$ cat src/rtl/ps2_key_fifo.sv
// PS/2 keyboard front end: conditions the raw clock and data lines, receives frames,
// decodes scancodes (with shift) to ASCII and queues the characters in a FWFT FIFO.
module ps2_key_fifo #(
  parameter int DEPTH      = 16,
  parameter int FILTER_LEN = 8,
  parameter int TIMEOUT    = 50000
) (
  input  logic                     clk,
  input  logic                     rst_n,
  input  logic                     ps2_clk,
  input  logic                     ps2_data,
  input  logic                     rd_en,
  output logic [7:0]               rd_data,
  output logic                     empty,
  output logic                     full,
  output logic [$clog2(DEPTH):0]   count,
  output logic                     frame_err,
  output logic                     overflow
);

  localparam int AW = $clog2(DEPTH);
  localparam int FW = $clog2(FILTER_LEN + 1);
  localparam int TW = $clog2(TIMEOUT + 1);

  localparam logic [1:0] ST_IDLE   = 2'd0;
  localparam logic [1:0] ST_DATA   = 2'd1;
  localparam logic [1:0] ST_PARITY = 2'd2;
  localparam logic [1:0] ST_STOP   = 2'd3;

  logic          clk_meta_q, clk_sync_q, data_meta_q, data_sync_q;
  logic          filt_q, filt_d, filt_prev_q, filt_prev_d;
  logic [FW-1:0] filt_cnt_q, filt_cnt_d;
  logic          strobe_q, strobe_d;

  logic [1:0]    state_q, state_d;
  logic [2:0]    bit_cnt_q, bit_cnt_d;
  logic [7:0]    sr_q, sr_d;
  logic          par_ok_q, par_ok_d;
  logic [TW-1:0] to_cnt_q, to_cnt_d;
  logic          frame_err_q, frame_err_d;
  logic          rx_valid;

  logic          ext_q, ext_d, brk_q, brk_d, shift_q, shift_d;
  logic          dec_valid_q, dec_valid_d;
  logic [7:0]    dec_char_q, dec_char_d;
  logic [8:0]    mapped;

  logic [7:0]    mem_q [DEPTH];
  logic [AW-1:0] wr_ptr_q, wr_ptr_d, rd_ptr_q, rd_ptr_d;
  logic [AW:0]   count_q, count_d;
  logic          pop, wr_en;

  function automatic logic [5:0] letter_idx(input logic [7:0] code);
    case (code)
      8'h1C: letter_idx = {1'b1, 5'd0};   8'h32: letter_idx = {1'b1, 5'd1};
      8'h21: letter_idx = {1'b1, 5'd2};   8'h23: letter_idx = {1'b1, 5'd3};
      8'h24: letter_idx = {1'b1, 5'd4};   8'h2B: letter_idx = {1'b1, 5'd5};
      8'h34: letter_idx = {1'b1, 5'd6};   8'h33: letter_idx = {1'b1, 5'd7};
      8'h43: letter_idx = {1'b1, 5'd8};   8'h3B: letter_idx = {1'b1, 5'd9};
      8'h42: letter_idx = {1'b1, 5'd10};  8'h4B: letter_idx = {1'b1, 5'd11};
      8'h3A: letter_idx = {1'b1, 5'd12};  8'h31: letter_idx = {1'b1, 5'd13};
      8'h44: letter_idx = {1'b1, 5'd14};  8'h4D: letter_idx = {1'b1, 5'd15};
      8'h15: letter_idx = {1'b1, 5'd16};  8'h2D: letter_idx = {1'b1, 5'd17};
      8'h1B: letter_idx = {1'b1, 5'd18};  8'h2C: letter_idx = {1'b1, 5'd19};
      8'h3C: letter_idx = {1'b1, 5'd20};  8'h2A: letter_idx = {1'b1, 5'd21};
      8'h1D: letter_idx = {1'b1, 5'd22};  8'h22: letter_idx = {1'b1, 5'd23};
      8'h35: letter_idx = {1'b1, 5'd24};  8'h1A: letter_idx = {1'b1, 5'd25};
      default: letter_idx = 6'd0;
    endcase
  endfunction

  // Result is {hit, ascii}; hit=0 means the code has no printable mapping.
  function automatic logic [8:0] map_code(input logic [7:0] code, input logic sh);
    logic [5:0] li;
    li = letter_idx(code);
    map_code = 9'h000;
    if (li[5]) begin
      map_code = {1'b1, (sh ? 8'h41 : 8'h61) + {3'b000, li[4:0]}};
    end else begin
      case (code)
        8'h45: map_code = {1'b1, 8'h30};
        8'h16: map_code = {1'b1, 8'h31};
        8'h1E: map_code = {1'b1, 8'h32};
        8'h26: map_code = {1'b1, 8'h33};
        8'h25: map_code = {1'b1, 8'h34};
        8'h2E: map_code = {1'b1, 8'h35};
        8'h36: map_code = {1'b1, 8'h36};
        8'h3D: map_code = {1'b1, 8'h37};
        8'h3E: map_code = {1'b1, sh ? 8'h2A : 8'h38};
        8'h46: map_code = {1'b1, 8'h39};
        8'h29: map_code = {1'b1, 8'h20};
        8'h5A: map_code = {1'b1, 8'h0D};
        8'h66: map_code = {1'b1, 8'h08};
        8'h4E: map_code = {1'b1, 8'h2D};
        8'h55: map_code = {1'b1, sh ? 8'h2B : 8'h3D};
        default: map_code = 9'h000;
      endcase
    end
  endfunction

  // Glitch filter plus registered falling-edge detect gives the per-bit sample strobe.
  always_comb begin
    filt_d      = filt_q;
    filt_cnt_d  = '0;
    if (clk_sync_q != filt_q) begin
      if (filt_cnt_q == FW'(FILTER_LEN - 1)) begin
        filt_d = clk_sync_q;
      end else begin
        filt_cnt_d = filt_cnt_q + 1'b1;
      end
    end
    filt_prev_d = filt_q;
    strobe_d    = filt_prev_q & ~filt_q;
  end

  always_comb begin
    state_d     = state_q;
    bit_cnt_d   = bit_cnt_q;
    sr_d        = sr_q;
    par_ok_d    = par_ok_q;
    frame_err_d = 1'b0;
    rx_valid    = 1'b0;
    if (state_q == ST_IDLE || strobe_q) begin
      to_cnt_d = '0;
    end else begin
      to_cnt_d = to_cnt_q + 1'b1;
    end
    if (strobe_q) begin
      case (state_q)
        ST_IDLE: begin
          if (!data_sync_q) begin
            state_d   = ST_DATA;
            bit_cnt_d = 3'd0;
          end
        end
        ST_DATA: begin
          sr_d      = {data_sync_q, sr_q[7:1]};
          bit_cnt_d = bit_cnt_q + 1'b1;
          if (bit_cnt_q == 3'd7) state_d = ST_PARITY;
        end
        ST_PARITY: begin
          par_ok_d = ^{sr_q, data_sync_q};
          state_d  = ST_STOP;
        end
        default: begin
          if (data_sync_q && par_ok_q) rx_valid = 1'b1;
          else frame_err_d = 1'b1;
          state_d = ST_IDLE;
        end
      endcase
    end else if (state_q != ST_IDLE && to_cnt_q == TW'(TIMEOUT)) begin
      state_d = ST_IDLE;
    end
  end

  // Break and extended prefixes only modify flags; shift keys never push a character.
  always_comb begin
    ext_d       = ext_q;
    brk_d       = brk_q;
    shift_d     = shift_q;
    dec_valid_d = 1'b0;
    dec_char_d  = 8'h00;
    mapped      = map_code(sr_q, shift_q);
    if (rx_valid) begin
      if (sr_q == 8'hE0) begin
        ext_d = 1'b1;
      end else if (sr_q == 8'hF0) begin
        brk_d = 1'b1;
      end else if (brk_q) begin
        if ((sr_q == 8'h12 || sr_q == 8'h59) && !ext_q) shift_d = 1'b0;
        brk_d = 1'b0;
        ext_d = 1'b0;
      end else if (ext_q) begin
        ext_d = 1'b0;
      end else if (sr_q == 8'h12 || sr_q == 8'h59) begin
        shift_d = 1'b1;
      end else begin
        dec_valid_d = mapped[8];
        dec_char_d  = mapped[7:0];
      end
    end
  end

  always_comb begin
    empty    = (count_q == '0);
    full     = (count_q == (AW+1)'(DEPTH));
    pop      = rd_en && !empty;
    wr_en    = dec_valid_q && (!full || pop);
    overflow = dec_valid_q && full && !pop;
    wr_ptr_d = wr_en ? wr_ptr_q + 1'b1 : wr_ptr_q;
    rd_ptr_d = pop ? rd_ptr_q + 1'b1 : rd_ptr_q;
    count_d  = count_q + (AW+1)'(wr_en) - (AW+1)'(pop);
    rd_data  = empty ? 8'h00 : mem_q[rd_ptr_q];
    count    = count_q;
    frame_err = frame_err_q;
  end

  // Line synchronizers and filter reset to the PS/2 idle-high level.
  always_ff @(posedge clk or negedge rst_n) begin
    if (!rst_n) begin
      clk_meta_q  <= 1'b1;
      clk_sync_q  <= 1'b1;
      data_meta_q <= 1'b1;
      data_sync_q <= 1'b1;
      filt_q      <= 1'b1;
      filt_prev_q <= 1'b1;
      filt_cnt_q  <= '0;
      strobe_q    <= 1'b0;
      state_q     <= ST_IDLE;
      bit_cnt_q   <= 3'd0;
      sr_q        <= 8'h00;
      par_ok_q    <= 1'b0;
      to_cnt_q    <= '0;
      frame_err_q <= 1'b0;
      ext_q       <= 1'b0;
      brk_q       <= 1'b0;
      shift_q     <= 1'b0;
      dec_valid_q <= 1'b0;
      dec_char_q  <= 8'h00;
      wr_ptr_q    <= '0;
      rd_ptr_q    <= '0;
      count_q     <= '0;
    end else begin
      clk_meta_q  <= ps2_clk;
      clk_sync_q  <= clk_meta_q;
      data_meta_q <= ps2_data;
      data_sync_q <= data_meta_q;
      filt_q      <= filt_d;
      filt_prev_q <= filt_prev_d;
      filt_cnt_q  <= filt_cnt_d;
      strobe_q    <= strobe_d;
      state_q     <= state_d;
      bit_cnt_q   <= bit_cnt_d;
      sr_q        <= sr_d;
      par_ok_q    <= par_ok_d;
      to_cnt_q    <= to_cnt_d;
      frame_err_q <= frame_err_d;
      ext_q       <= ext_d;
      brk_q       <= brk_d;
      shift_q     <= shift_d;
      dec_valid_q <= dec_valid_d;
      dec_char_q  <= dec_char_d;
      wr_ptr_q    <= wr_ptr_d;
      rd_ptr_q    <= rd_ptr_d;
      count_q     <= count_d;
    end
  end

  always_ff @(posedge clk) begin
    if (wr_en) mem_q[wr_ptr_q] <= dec_char_q;
  end

endmodule

$ cat config.mk
export PLATFORM = sky130hd
export DESIGN_NAME = ps2_key_fifo
export DESIGN_NICKNAME = d
export VERILOG_FILES = /design/src/rtl/ps2_key_fifo.sv
export SDC_FILE = /design/constraint.sdc
export NUM_CORES = 1
export LEC_CHECK = 0
export ABC_AREA = 1
export BUFFER_PORTS_ARGS = -buffer_cell sky130_fd_sc_hd__buf_2
export CORE_MARGIN = 8
export CORE_UTILIZATION = 41
export CTS_BUF_LIST = sky130_fd_sc_hd__clkbuf_4
export CTS_CLUSTER_SIZE = 8
export DETAILED_ROUTE_END_ITERATION = 6
export SLEW_MARGIN = 10
export SYNTH_ARGS = -nofsm -noshare
export SYNTH_HDL_FRONTEND = slang
export SYNTH_SLANG_ARGS = --single-unit
$ cat constraint.sdc
create_clock -name clk -period 2.4 [get_ports clk]
set_input_delay 0.36 -clock clk [delete_from_list [all_inputs] [get_ports clk]]
set_output_delay 0.36 -clock clk [all_outputs]
set_load 0.005 [all_outputs]
After elaboration in Yosys (flattened, before gate mapping). Memory sizes are Yosys's and may differ from the RTL's. Cells that the tools add are included.

Register bits after elaboration: 67. Latch bits: 0. Memory bits (writable): 128. Bits in read-only memories: 768. Bits of input ports: 5. Output and inout port bits: 17. Word-level logic and storage cells: 142. Memories kept: 2.

Add/subtract/negate cells: 8. Multipliers: 0. Divide/modulo/power cells: 0. Order comparisons: 0. Equal/unequal tests: 32. Shift-type cells: 0. Muxes and demuxes: 44. Bitwise logic cells: 4. Reductions and logical operators: 30.

Memory list: (name not given) (words 128, bits a word 6, rd ports 1, clocked after Yosys merged registers in 0, wr ports 0, line 54) `case (code)`; mem_q (words 16, bits a word 8, rd ports 1, clocked after Yosys merged registers in 0, wr ports 1, line 48) `logic [7:0] mem_q [DEPTH];`.

Operator list (count): case mux 9 bit (15 select lines) (1); equality test 8 x 6 -> 1 bit (second input constant) (7); equality test 8 x 7 -> 1 bit (second input constant) (7); 2-to-1 mux 8 bit (7); equality test 8 x 5 -> 1 bit (second input constant) (3); 2-to-1 mux 1 bit (21); adder 16 x 1 -> 16 bit (second input constant) (1); equality test 16 bit (second input constant) (1); equality test 8 bit (second input constant) (2); 2-to-1 mux 16 bit (1); adder 4 x 1 -> 4 bit (second input constant) (3); 2-to-1 mux 6 bit (2); 2-to-1 mux 5 bit (2); AND reduction 2 bit (5); 2-to-1 mux 9 bit (1); XOR reduction 9 bit (1); adder 7 x 5 -> 8 bit (1); 2-to-1 mux 2 bit (4); 2-to-1 mux 4 bit (2); nonzero test 2 bit (4); logical AND 1 bit (7); != test 3 bit (second input constant) (2); case mux 2 bit (3 select lines) (1); case mux 3 bit (2 select lines) (1); 21 further kinds (31).

Longest topological paths before layout. Gate-level depths: netlist of the first run. An unclocked memory read counts as a cell.

Depth in word-level cells: 10. Gate-level depth with buffers: 15. Gate-level depth less buffers: 15.

Worst setup path after synthesis of the first run. No wires, ideal clock.

Path type: reg2reg. Start point: reg count_q[3], in the netlist count[3]. End point: reg count_q[4], in the netlist count[4]. Setup time: 79 ps. Data arrival time: 2366 ps. Data required time: 2321 ps. Setup slack: -45 ps. Cell stages (with the launch flop): 16. Path buffers: 0. Clock period less this slack: 2445 ps. Cell sequence: dfrtp_1 inv_1 ha_1 nand2_1 nor2_4 inv_1 nand2_1 nand2_1 nand2_1 ha_1 inv_1 ha_1 inv_1 fa_1 o21ai_0 xor2_1.

Longest elaborated chain between the ends: 7. Elaborated cells on any way between the ends: 9. Those cells by class: 2 x add/sub; 1 x eq/ne; 6 x reduce/logical.

Ends and longest elaborated chain: from (decl) (line 50) `logic [AW:0] count_q, count_d;`; from (signal assigned) (line 245) `count_q <= count_d;`; zero test 5 bit * (line 185) `empty = (count_q == '0);`; via empty (line 14) `output logic empty,`; zero test 1 bit * (line 187) `pop = rd_en && !empty;`; logical AND 1 bit * (line 187); logical OR 1 bit (line 188) `wr_en = dec_valid_q && (!full || pop);`; logical AND 1 bit (line 188); adder 5 x 1 -> 5 bit (line 192) `count_d = count_q + (AW+1)'(wr_en) - (AW+1)'(pop);`; subtractor 5 x 1 -> 5 bit * (line 192); via count_d[4] (line 50).

Mark *: on every way through the listed nets, which the timed path passes. The rest lies on a longest branch. A chain may end at the register's enable or synchronous reset.

Final worst setup path of the first run.
Start point: reg rd_ptr_q[0]. End point: out rd_data[3].

Longest elaborated chain between the ends: 2.

Ends and longest elaborated chain: from (decl) (line 49) `logic [AW-1:0] wr_ptr_q, wr_ptr_d, rd_ptr_q, rd_ptr_d;`; from (signal assigned) (line 244) `rd_ptr_q <= rd_ptr_d;`; memory read (16 x 8 bit); 2-to-1 mux 8 bit (line 193) `rd_data = empty ? 8'h00 : mem_q[rd_ptr_q];`; to (decl) (line 13) `output logic [7:0] rd_data,`.

No other way between the ends.

==> flow_summary.json, run 1 <==
{
  "cts_tree": "done",
  "path_buf_inv": 3,
  "clkLatencyLatePin_ns": 0.58,
  "met2_length_mm": 9.72,
  "setup_tns_ns": -1.45,
  "max_freq_mhz": 383,
  "clock_skew_ns": 0.0523,
  "fp-row-count": 54,
  "routed_via_density": 5.18,
  "worst_hold_slack_ns": 0.138,
  "synth_area_per_cell_um2": 10.3,
  "ir_drop_mv": 0.493,
  "maxSlewViolCount": 0,
  "synthArstFlopShare_pct": 34.4,
  "dp_hpwl_mm": 13.3,
  "crit_slowest_cell": "dfrtp_2",
  "design_area_mm2": 0.0104,
  "arrival_ns": 2.25,
  "relSlewSlack_pct": 52.2,
  "die-area_mm2": 0.0272,
  "critPathTopFamily": "flip-flops",
  "htreeDepth": 4,
  "p_int_mw": 5.89,
  "crit_path_max_fanout": 7,
  "wl_met1_mm": 9.60,
  "grt_pass1_vias": 6172,
  "hold_viol_final": 0,
  "dr_wl_met3_um": 986,
  "final_common_cell": "nor2_1",
  "io_buffers": 21,
  "grt_use_total_pct": 15.3,
  "drive_gt1_share_pct": 19.9,
  "die_w_um": 165,
  "nNetsFinal": 977,
  "ys_ff_latch": 195,
  "placed_cell_area_mm2": 0.00971,
  "setup_violations": 8,
  "finalCritPeriodShare_pct": 109,
  "p_seq_share_pct": 41.6,
  "start_util_pct": 41.7,
  "ios": 22,
  "p_sw_mw": 3.67,
  "crit_chain": "inv_8 > clkbuf_16 > o21ai_0 > o221ai_1 > nand3_1 > a21oi_2 > buf_2",
  "numCtsBuffers": 17,
  "crit_path_start_kind": "flip-flop",
  "antenna_found_initial": 1,
  "required_ns": 2.04,
  "synth_ff_type": "edfxtp_1",
  "violations": "setup timing",
  "outcome": "complete, but fails checks",
  "postRouteWirelength_mm": 20.6,
  "sw_frac_of_total_pct": 38.4,
  "cts-root-buf": "clkbuf_4",
  "ant_nets": 0,
  "vias": 6442,
  "die_h_um": 165,
  "wl_per_cell_um": 16.6,
  "place_ws_ns": 0.0127,
  "gp_congestion": 0.896,
  "p_comb_share_pct": 41.5,
  "syn-num-nets": 914,
  "syn_area_mm2": 0.00910,
  "drt_pass1_iterations": 5,
  "netlist_instances": 886,
  "finalWorstSetupSlack_ns": -0.213,
  "maxCapViolations": 0,
  "grt_pass1_wl_mm": 32.4,
  "drt_iter0_markers": 490,
  "synth_edf_count": 128,
  "grt.overflow.total": 0,
  "layout_common_cells": "nor2_1, edfxtp_1, nand2_1",
  "crit_type": "reg2out",
  "crit_path_max_incr_delay_ns": 0.53,
  "tightest_slew_ns": 0.718,
  "area_growth_pct": 14.1,
  "clockBufferDepth": 2,
  "grt_max_degree": 40,
  "p_leak_nw": 4.45,
  "rsz0062_at_grt": "true",
  "final_period_minus_worst_setup_slack_ns": 2.61,
  "pwr-share-clk_pct": 16.9,
  "top_layer_used": "met4",
  "yosysSeqAreaShare_pct": 60.7,
  "hp-class": "in2reg",
  "clk_pin_slew_ns": 0.17,
  "yosys_warnings": 0,
  "power-per-cell-area_mw_per_mm2": 920,
  "synth_cell_types": 45,
  "drc": 0,
  "core_mm2": 0.0218,
  "p_total_mw": 9.55,
  "clock-sinks": 195,
  "endpoint_kind": "output port"
}
stage by stage:
| stage | instances | utilization [%] |
|---|---|---|
| 2_1_floorplan | 886 | - |
| 3_3_place_gp | 1191 | 44.5 |
| 3_5_place_dp | 1191 | 44.5 |
| 4_1_cts | 1229 | 46.3 |
| 5_1_grt | 1244 | 47.6 |
| 6_report | 1244 | 47.6 |
registers in the layout, indices dropped and copies added, names as in the netlist, 2 cells and up:
| signal | count |
|---|---|
| dec_char_q | 8 |
| wr_ptr_q | 4 |
| bit_cnt_q | 3 |
| filt_cnt_q | 4 |
| mem_q | 128 |
| to_cnt_q | 16 |
| sr_q | 8 |
| count | 5 |
| rd_ptr_q | 4 |
| state_q | 2 |
power groups by stage:
stage | Combinational, mW | Clock [mW] | Sequential, mW
5_1_grt | 4.40 | 1.79 | 4.00
4_1_cts | 3.46 | 1.66 | 3.96
3_5_place_dp | 3.19 | 0 | 4.01
3_3_place_gp | 3.17 | 0 | 4.01
2_1_floorplan | 2.09 | 0 | 3.99
6_report | 3.97 | 1.62 | 3.97
synthesized netlist by cell type, types with 2 or more instances:
cell      count  area [um2]
inv_1        60         225
nand2_4       4        45.0
nand2_2      15        93.8
ha_1         22         275
inv_2         8        30.0
xor2_1       13         114
a211oi_1      2        15.0
nand3_1      48         240
inv_4         2        12.5
nor4_1        3        18.8
nand4_1       6        37.5
a31oi_1       3        18.8
o21ai_0      97         485
nor3_2        2        20.0
dfstp_2       6         158
o22ai_1       8        50.1
nor3_1        9        45.0
buf_1         2        7.51
and3_1        2        12.5
nand2_1     128         480
clkbuf_1     16        60.1
buf_6         4        45.0
nor2_4        6        67.6
edfxtp_1    128        3840
xnor2_1       9        78.8
a21oi_1      29         145
buf_2         8        40.0
o221ai_1     24         210
nor2_1      138         518
nand3_2       2        20.0
dfrtp_1      61        1530
o211ai_1      3        22.5
a21oi_2       2        17.5
nor2_2        5        31.3
worst reg2reg max path: stages (launching register included):
cell and delay [ns]:
dfrtp_1 0.41, inv_2 0.09, ha_4 0.13, nand2_2 0.07, nor2_4 0.09, inv_1 0.05, nand2_2 0.09, nand2_2 0.05
nand2_2 0.06, ha_1 0.23, inv_2 0.07, ha_4 0.13, inv_2 0.04, fa_2 0.39, o21ai_2 0.16, xor2_1 0.16
cells by family after synthesis:
kind of cell	share of synthesized area [%]
AND/OR/NAND/NOR	18.2
flip-flops	60.7
AO/OA/AOI/OAI	10.8
buffers and inverters	4.74
adder cells (fa/ha/maj)	3.24
XOR/XNOR	2.12
other	0.0412
multiplexers	0.124
timing repair:
item	in CTS	in global routing
setup endpoints to repair	9	11
gates cloned	2	4
setup buffers	1	9
pin swaps	7	17
resized for setup	19	41
hold endpoints to repair	34	0
hold buffers	3	0
routing by layer:
metal / track usage (%) / vias to the layer above
li1: - / 3191
met1: 21.1 / 3074
met2: 24.1 / 144
met3: 3.12 / 33
met4: 4.14 / 0
met5: 0 / -
layout make-up:
cell class,instances,area (um2)
fill,2050,11400
clock inverter,14,120
clock buffer,18,135
inverter,71,280
timing repair buffer,75,708
sequential,195,5530
antenna,2,5.00
tap,280,350
multi-input combinational,589,3260
worst paths after layout:
kind	end	start	cells after the start	slack [ns]
max	rd_data[3]	rd_ptr_q[0]	7	-0.21
min	rd_ptr_q[0]	rd_en	4	0.14
max reg2reg	count[4]	count[2]	15	0.13
min reg2reg	data_sync_q	data_meta_q	0	0.37
max in group asynchronous	dec_char_q[3]	rst_n	3	1.55
min in group asynchronous	filt_cnt_q[2]	rst_n	2	0.27
(Power assumes the default switching activity.)
==> run 2: changes to the inputs <==
- BUFFER_PORTS_ARGS: -buffer_cell sky130_fd_sc_hd__buf_2 -> -buffer_cell sky130_fd_sc_hd__buf_4
- TNS_END_PERCENT: not set -> 1
==> flow_summary.json, run 2 (synthesis gave the netlist of run 1 again) <==
{
  "outcome": "complete, but fails checks",
  "violations": "setup timing",
  "ir_drop_mv": 0.446,
  "numCtsBuffers": 17,
  "vias": 6484,
  "p_leak_nw": 4.52,
  "setup_tns_ns": -1.17,
  "drc": 0,
  "htreeDepth": 4,
  "antenna_found_initial": 1,
  "grt_pass1_wl_mm": 34.1,
  "clockBufferDepth": 2,
  "finalCritPeriodShare_pct": 107,
  "required_ns": 2.04,
  "die_w_um": 165,
  "rsz0062_at_grt": "true",
  "largestRegisters": "mem_q (128), to_cnt_q (16)",
  "crit_chain": "clkinv_4 > bufbuf_16 > nor2_1 > o22ai_1 > nor2_1 > nor2_1 > o21ai_1 > a21oi_2 > buf_4",
  "crit_path_start_kind": "flip-flop",
  "cts-root-buf": "clkbuf_4",
  "cpMostUsedCell": "nor2_1",
  "drt_iter0_markers": 589,
  "ios": 22,
  "placed_cell_area_mm2": 0.00976,
  "n_fill_cell": 2043,
  "hold_viol_final": 0,
  "grt.overflow.total": 0,
  "start_util_pct": 41.7,
  "routed_via_density": 5.22,
  "clk_pin_slew_ns": 0.17,
  "hp-class": "in2reg",
  "regMostFlops": "mem_q",
  "finalWorstSetupSlack_ns": -0.164,
  "crit_slowest_cell": "dfrtp_2",
  "io_buffers": 21,
  "layout_common_cells": "nor2_1, edfxtp_1, nand2_1",
  "ant_nets": 0,
  "postRouteWirelength_mm": 21.3,
  "drt_pass1_iterations": 5,
  "setup_violations": 8,
  "wl_per_cell_um": 17.1,
  "final_period_minus_worst_setup_slack_ns": 2.56,
  "max_freq_mhz": 390,
  "die_h_um": 165,
  "finalCoreUtilization_pct": 48.4,
  "die-area_mm2": 0.0272,
  "power-per-cell-area_mw_per_mm2": 964,
  "endpoint_kind": "output port",
  "design_area_mm2": 0.0106,
  "maxCapViolations": 0,
  "worstHoldEndpoint": "rd_ptr_q[0]",
  "timing.rr.start": "count[2]",
  "relSlewSlack_pct": 43.3,
  "cts_tree": "done",
  "clock_skew_ns": 0.0434,
  "dp_hpwl_mm": 13.1,
  "core_mm2": 0.0218,
  "area_growth_pct": 15.9,
  "p_total_mw": 10.2,
  "largest_reg_flops": 128,
  "crit_path_max_fanout": 8,
  "drive_gt1_share_pct": 19.8,
  "grt_max_degree": 68,
  "rr_worst_depth": 15,
  "grt_use_total_pct": 16.1,
  "nNetsFinal": 977,
  "grt_pass1_vias": 6307,
  "arrival_ns": 2.20,
  "gp_congestion": 0.876,
  "hp-start": "rd_en",
  "rr_endpoint": "count[4]",
  "tightest_slew_ns": 0.850,
  "hold_depth": 3,
  "clkLatencyLatePin_ns": 0.59,
  "fp-row-count": 54,
  "final_common_cell": "nor2_1",
  "maxSlewViolCount": 0,
  "worst-r2r-setup-slack_ns": 0.07,
  "clock-sinks": 195,
  "crit_path_max_incr_delay_ns": 0.48,
  "crit_type": "reg2out"
}
## run 2: changes by cell type in the layout (fill, tap and decap cells not counted), moves of 2 or more
cell       before  now
inv_1          53   58
o221ai_1       21   16
o21ai_1        12   15
buf_2          20    0
buf_12          5    2
clkinv_2        3    1
ha_4            2    0
o221ai_2        3    8
inv_2          14    9
buf_16          2    6
o21ai_0        82   78
bufinv_16       0    2
buf_4          38   57
## run 2: what timing repair did
item	in CTS	in global routing
gates resized for setup	24	31
setup endpoints to repair	9	12
setup buffers	3	2
hold buffers	3	0
hold endpoints to repair	63	0
pin swaps	12	26
gates cloned	6	4
## run 2: critical path: cells and delay by family, from the launching register on
kind | cells | cell delay (ns)
buf+inv | 3 | 0.48
flops | 1 | 0.48
compound gates | 3 | 0.45
simple gates | 3 | 0.20
## run 2: through the flow
| step | setup WS (ns) | instances | hold WS [ns] |
|---|---|---|---|
| floorplan | 0.00426 | 886 | 0.0644 |
| global placement | 0.0477 | 1193 | 0.346 |
| detailed placement | -0.0409 | 1193 | 0.347 |
| CTS | -0.219 | 1237 | 0.0231 |
| global route | -0.314 | 1243 | 0.0112 |
| finish | -0.164 | 1243 | 0.0540 |
## run 2: how the worst max path moves through the flow
stage	startpoint	to	depth (start not counted)
detailed placement	count[2]	count[4]	15
CTS	rd_ptr_q[0]	rd_data[7]	8
global route	rd_ptr_q[0]	rd_data[6]	8
floorplan	count[3]	count[4]	15
global placement	count[2]	count[4]	15
finish	rd_ptr_q[0]	rd_data[7]	9
## run 2: layer usage
layer | GRT usage (%) | part of all wire (%) | vias to the layer above
met5 | 0 | 0 | -
met4 | 4.95 | 1.0 | 0
met3 | 2.89 | 4.5 | 12
met2 | 25.9 | 48 | 148
met1 | 21.6 | 46 | 3125
li1 | - | - | 3199
## run 2: cell type report
cell class | instances | area [um2] | share of cell area [%]
Antenna cell | 1 | 2.50 | 0.0237
Clock buffer | 19 | 143 | 1.35
Clock inverter | 13 | 166 | 1.58
Inverter | 71 | 278 | 2.63
Multi-Input combinational cell | 589 | 3270 | 31.0
Sequential cell | 195 | 5530 | 52.4
Tap cell | 280 | 350 | 3.32
Timing Repair Buffer | 75 | 818 | 7.75
## run 2: power breakdown
| part | leakage [nW] | switching, mW | internal [mW] |
|---|---|---|---|
| combinational | 2.05 | 2.43 | 1.91 |
| sequential | 2.31 | 0.185 | 3.76 |
| clock | 0.162 | 1.21 | 0.683 |
| total | 4.52 | 3.82 | 6.35 |
